File: src/rtl/instr_fetch_sequencer.sv
// Instruction fetch sequencer: PC, ROM addressing, one-entry output stage, redirects and halt.
// Optional FETCH_PERF_CNT_EN adds saturating fetch/redirect counters.
module instr_fetch_sequencer #(
    parameter logic [29:0] RESET_PC    = 30'd0,
    parameter bit          HALT_ON_END = 1'b1
) (
    input  logic        clk,
    input  logic        reset,
    input  logic        start,
    output logic [29:0] rom_address,
    input  logic [31:0] rom_instruction,
    input  logic        rom_mem_end,
    output logic        out_valid,
    input  logic        out_ready,
    output logic [31:0] out_instruction,
    output logic [29:0] out_pc,
    input  logic        redirect_valid,
    input  logic [29:0] redirect_target,
`ifdef FETCH_PERF_CNT_EN
    output logic [31:0] fetch_count,
    output logic [15:0] redirect_count,
`endif
    output logic        busy,
    output logic        halted
);

    typedef enum logic [1:0] {ST_IDLE, ST_RUN, ST_HALT} state_t;

    state_t      state_q, state_d;
    logic [29:0] pc_q, pc_d;
    logic        out_valid_q, out_valid_d;
    logic [31:0] out_instr_q, out_instr_d;
    logic [29:0] out_pc_q, out_pc_d;

    logic end_hit;
    logic load;
    logic redirect_acc;
    logic handshake;

    assign end_hit      = HALT_ON_END && rom_mem_end;
    assign load         = (state_q == ST_RUN) && !(out_valid_q && !out_ready) && !end_hit;
    assign redirect_acc = redirect_valid && (state_q != ST_IDLE);
    assign handshake    = out_valid_q && out_ready;

    always_comb begin
        state_d     = state_q;
        pc_d        = pc_q;
        out_valid_d = out_valid_q;
        out_instr_d = out_instr_q;
        out_pc_d    = out_pc_q;

        if (handshake) begin
            out_valid_d = 1'b0;
        end

        case (state_q)
            ST_IDLE: begin
                if (start) begin
                    pc_d    = RESET_PC;
                    state_d = ST_RUN;
                end
            end
            ST_RUN: begin
                // A redirect flushes the stage and suppresses this cycle's fetch.
                if (redirect_valid) begin
                    pc_d        = redirect_target;
                    out_valid_d = 1'b0;
                end else if (end_hit) begin
                    state_d = ST_HALT;
                end else if (load) begin
                    out_instr_d = rom_instruction;
                    out_pc_d    = pc_q;
                    out_valid_d = 1'b1;
                    pc_d        = pc_q + 30'd1;
                end
            end
            ST_HALT: begin
                if (redirect_valid) begin
                    pc_d        = redirect_target;
                    out_valid_d = 1'b0;
                    state_d     = ST_RUN;
                end
            end
            default: begin
                state_d = ST_IDLE;
            end
        endcase
    end

    always_ff @(posedge clk) begin
        if (reset) begin
            state_q     <= ST_IDLE;
            pc_q        <= RESET_PC;
            out_valid_q <= 1'b0;
            out_instr_q <= 32'd0;
            out_pc_q    <= 30'd0;
        end else begin
            state_q     <= state_d;
            pc_q        <= pc_d;
            out_valid_q <= out_valid_d;
            out_instr_q <= out_instr_d;
            out_pc_q    <= out_pc_d;
        end
    end

`ifdef FETCH_PERF_CNT_EN
    function automatic logic [31:0] sat_inc32(input logic [31:0] v);
        return (v == 32'hFFFF_FFFF) ? v : v + 32'd1;
    endfunction

    function automatic logic [15:0] sat_inc16(input logic [15:0] v);
        return (v == 16'hFFFF) ? v : v + 16'd1;
    endfunction

    logic [31:0] fetch_cnt_q;
    logic [15:0] redir_cnt_q;

    // Counters survive start; only reset clears them.
    always_ff @(posedge clk) begin
        if (reset) begin
            fetch_cnt_q <= 32'd0;
            redir_cnt_q <= 16'd0;
        end else begin
            if (handshake && !redirect_acc) begin
                fetch_cnt_q <= sat_inc32(fetch_cnt_q);
            end
            if (redirect_acc) begin
                redir_cnt_q <= sat_inc16(redir_cnt_q);
            end
        end
    end

    assign fetch_count    = fetch_cnt_q;
    assign redirect_count = redir_cnt_q;
`endif

    assign rom_address     = pc_q;
    assign out_valid       = out_valid_q;
    assign out_instruction = out_instr_q;
    assign out_pc          = out_pc_q;
    assign busy            = (state_q == ST_RUN);
    assign halted          = (state_q == ST_HALT);

endmodule

File: config.mk
export PLATFORM = sky130hd
export DESIGN_NAME = instr_fetch_sequencer
export DESIGN_NICKNAME = d
export VERILOG_FILES = /design/src/rtl/instr_fetch_sequencer.sv
export SDC_FILE = /design/constraint.sdc
export NUM_CORES = 1
export LEC_CHECK = 0
export CAP_MARGIN = 0
export CELL_PAD_IN_SITES_DETAIL_PLACEMENT = 1
export CELL_PAD_IN_SITES_GLOBAL_PLACEMENT = 1
export CORE_UTILIZATION = 45
export DETAILED_ROUTE_END_ITERATION = 8
export DONT_BUFFER_PORTS = 1
export PLACE_DENSITY = 0.8
export SYNTH_ARGS = -nofsm -noshare
export SYNTH_HDL_FRONTEND = slang
export SYNTH_SLANG_ARGS = --single-unit
File: constraint.sdc
create_clock -name clk -period 6.3 [get_ports clk]
set_input_delay 0.945 -clock clk [delete_from_list [all_inputs] [get_ports clk]]
set_output_delay 0.945 -clock clk [all_outputs]
set_load 0.01 [all_outputs]
==> impl_metrics.yaml <==
outcome:
  status: "finished clean"
logic_synthesis:
  ys_ff_latch: 95
  synthesis.nets: 628
  synth.most_common_cell: "nand2_1"
  syn-cell-area_um2: 4370
  avgSynthCellArea_um2: 7.88
  synth_top_area_share: 0.436
  yosysWarnings: 0
  synth_common_cells: "nand2_1, dfxtp_1, a21oi_1"
  yosys_most_used_dff: "dfxtp_1"
  ys_async_sr_fraction: 0
  synthTopCellsByArea: "dfxtp_1, nand2_1, a21oi_1"
  synth_cells: 554
  synth_edf_count: 0
  yosysTopAreaCell: "dfxtp_1"
  synth_cell_types: 54
  seq_area_frac_synth: 0.436
finish:
  multiInputGateArea_um2: 2260
  drive_above_1_share: 0.0560
  nFillCells: 1154
  syn2layout_area_growth_pct: 4.79
  final_cells: 666
  seq_area_um2: 1900
  nNetsFinal: 605
  final_cell_area_um2: 4570
place:
  post-place-cells: 649
  place_congestion: 0.965
  pre_cts_ws_ns: 3.17
  io_buffers: 0
  post_dp_cell_area_um2: 4380
  dp_hpwl_mm: 9.26
cts:
  cts_buffers: 9
  htreeDepth: 3
  cts-resized-gates: 0
  root_buffer: "clkbuf_8"
  cts_hold_buf: 0
  clk_latency_ns: 0.37
  clk_pin_slew_worst_paths_ns: 0.10
  cts_buffer_depth: 2
  post-cts-setup-buffer-count: 0
  cts_tree: "done"
  cts_num_sinks: 95
worst_setup_path:
  end_kind: "register"
  required_ns: 6.60
  reg2reg_slack_ns: 3.32
  rr_endpoint: "rom_address[8]$_SDFFE_PP0P_"
  reg2reg_depth: 8
  critPathSlowestCell: "buf_4"
  start_kind: "register"
  cp_max_fo: 63
  cp_data_arrival_time_ns: 3.28
  crit_type: "reg2reg"
  cp_cell_sequence: "inv_1, ha_1, nand2b_1, nor3_4, buf_4, and3_1, a21oi_1, o211ai_1"
  cpPeakStageDelay_ns: 0.54
  r2r_start: "state_q[1]$_SDFFE_PP0P_"
die:
  start_util: 0.468
  dieHeight_um: 100
  die_w_um: 100
  fp.coreArea_um2: 9330
  num_rows: 35
  ios: 163
  dieArea_um2: 10100
hold_path:
  holdPathEnd: "out_instruction[31]$_SDFFE_PP0P_"
  min_path_cells: 2
  hold_start: "out_instruction[31]$_SDFFE_PP0P_"
  min_path_type: "reg2reg"
timing:
  rsz0062_at_grt: "no"
  fin_skew_ns: 0.0115
  fmax_mhz: 336
  hold_violations: 0
  setup_slack_ns: 3.32
  fin_crit_ns: 2.98
  tightest_slew_ns: 1.11
  slew_viol_final: 0
  finalSetupViolCount: 0
  finalCritPeriodShare: 0.473
  slew_headroom: 0.261
  finalSetupTns_ns: 0
power_and_ir_drop:
  leakagePower_uw: 0.00147
  clkPwrFrac: 0.284
  internal_power_uw: 878
  p_sw_frac: 0.367
  p_total_uw: 1390
  power_frac_seq: 0.498
  p_sw_uw: 510
  ir_drop_mv: 0.144
  p_per_area_nw_per_um2: 304
  pwr-share-comb: 0.218
flow_run:
  cap_violations: 0
global_route:
  grt_usage: 0.258
  antenna_found_initial: 1
  grt_pass1_wl_mm: 20.2
  grt_max_degree: 87
  grt_pass1_vias: 3952
  grt_overflow: 0
route:
  wl_per_cell_um: 19.9
  via_per_inst: 6.07
  drc: 0
  drt_iter0_markers: 255
  ant_nets: 0
  firstDrtPassIters: 4
  wirelength_mm: 13.3
  vias: 4045
## power by group through the flow
| stage | clock network, µW | registers [µW] | logic, µW |
|---|---|---|---|
| after global routing | 435 | 697 | 335 |
| after CTS | 406 | 691 | 301 |
| after detailed placement | 0 | 705 | 298 |
| after floorplan | 0 | 688 | 256 |
| after global placement | 0 | 704 | 286 |
| final | 394 | 692 | 303 |
## kinds of logic after synthesis
logic type	count (synthesis)	share of synthesized area
AND/OR/NAND/NOR	250	0.266
buffers and inverters	48	0.0482
XOR/XNOR	8	0.0160
flip-flops	95	0.436
multiplexers	9	0.0212
AO/OA/AOI/OAI	138	0.196
adder cells (fa/ha/maj)	6	0.0172
## placed cells by master, fill, tap and decap left out, types with 5 or more instances in the layout
cell type / n
nand2_1: 155
dfxtp_1: 95
a21oi_1: 79
nand3_1: 20
nor2_1: 17
inv_1: 13
o21ai_0: 10
and3_1: 9
nor3_1: 9
clkbuf_8: 9
o22ai_1: 8
mux2i_1: 7
a21o_1: 6
a221o_1: 6
nand4_1: 6
ha_1: 6
and4_1: 5
nor4_1: 5
a32oi_1: 5
## cell type report
class | instances | area share
diodes | 1 | 0.000547
clock buffers | 9 | 0.0271
clock inverters | 7 | 0.0148
inverters | 13 | 0.0107
multi-input cells | 411 | 0.494
flip-flops and latches | 95 | 0.416
well taps | 129 | 0.0353
repair buffers | 1 | 0.00164
## worst max-delay path: cells and delay by family (launching register included)
kind	cells	cell delay (ns)
AO/OA/AOI/OAI	2	0.30
adder cells (fa/ha/maj)	1	0.36
buffers and inverters	2	0.67
flip-flops	1	0.34
AND/OR/NAND/NOR	3	1.24
## stage by stage
stage	utilization	hold slack [ns]
2_1_floorplan	-	0.481
3_3_place_gp	0.470	0.482
3_5_place_dp	0.470	0.487
4_1_cts	0.490	0.502
5_1_grt	0.490	0.520
6_report	0.490	0.507
## flip-flops by register name, summed over array words and instances (netlist names)
| signal | cells |
|---|---|
| state_q | 2 |
| out_pc | 30 |
| out_instruction | 32 |
| out_valid | 1 |
| rom_address | 30 |
## layer usage
layer,vias up,global-route usage,wire length [µm]
li1,1898,-,-
met1,1965,0.309,5410
met2,153,0.434,6520
met3,29,0.0749,1020
met4,0,0.109,328
met5,-,0,0
## worst max-delay path by stage
stage	slack (ns)	start	to
2_1_floorplan	3.94	redirect_valid	rom_address[17]$_SDFFE_PP0P_
3_3_place_gp	3.24	redirect_valid	rom_address[8]$_SDFFE_PP0P_
3_5_place_dp	3.17	redirect_valid	rom_address[8]$_SDFFE_PP0P_
4_1_cts	3.30	state_q[1]$_SDFFE_PP0P_	rom_address[8]$_SDFFE_PP0P_
5_1_grt	3.10	state_q[1]$_SDFFE_PP0P_	rom_address[8]$_SDFFE_PP0P_
6_report	3.32	state_q[1]$_SDFFE_PP0P_	rom_address[8]$_SDFFE_PP0P_
Power figures use the tool's default switching activity.
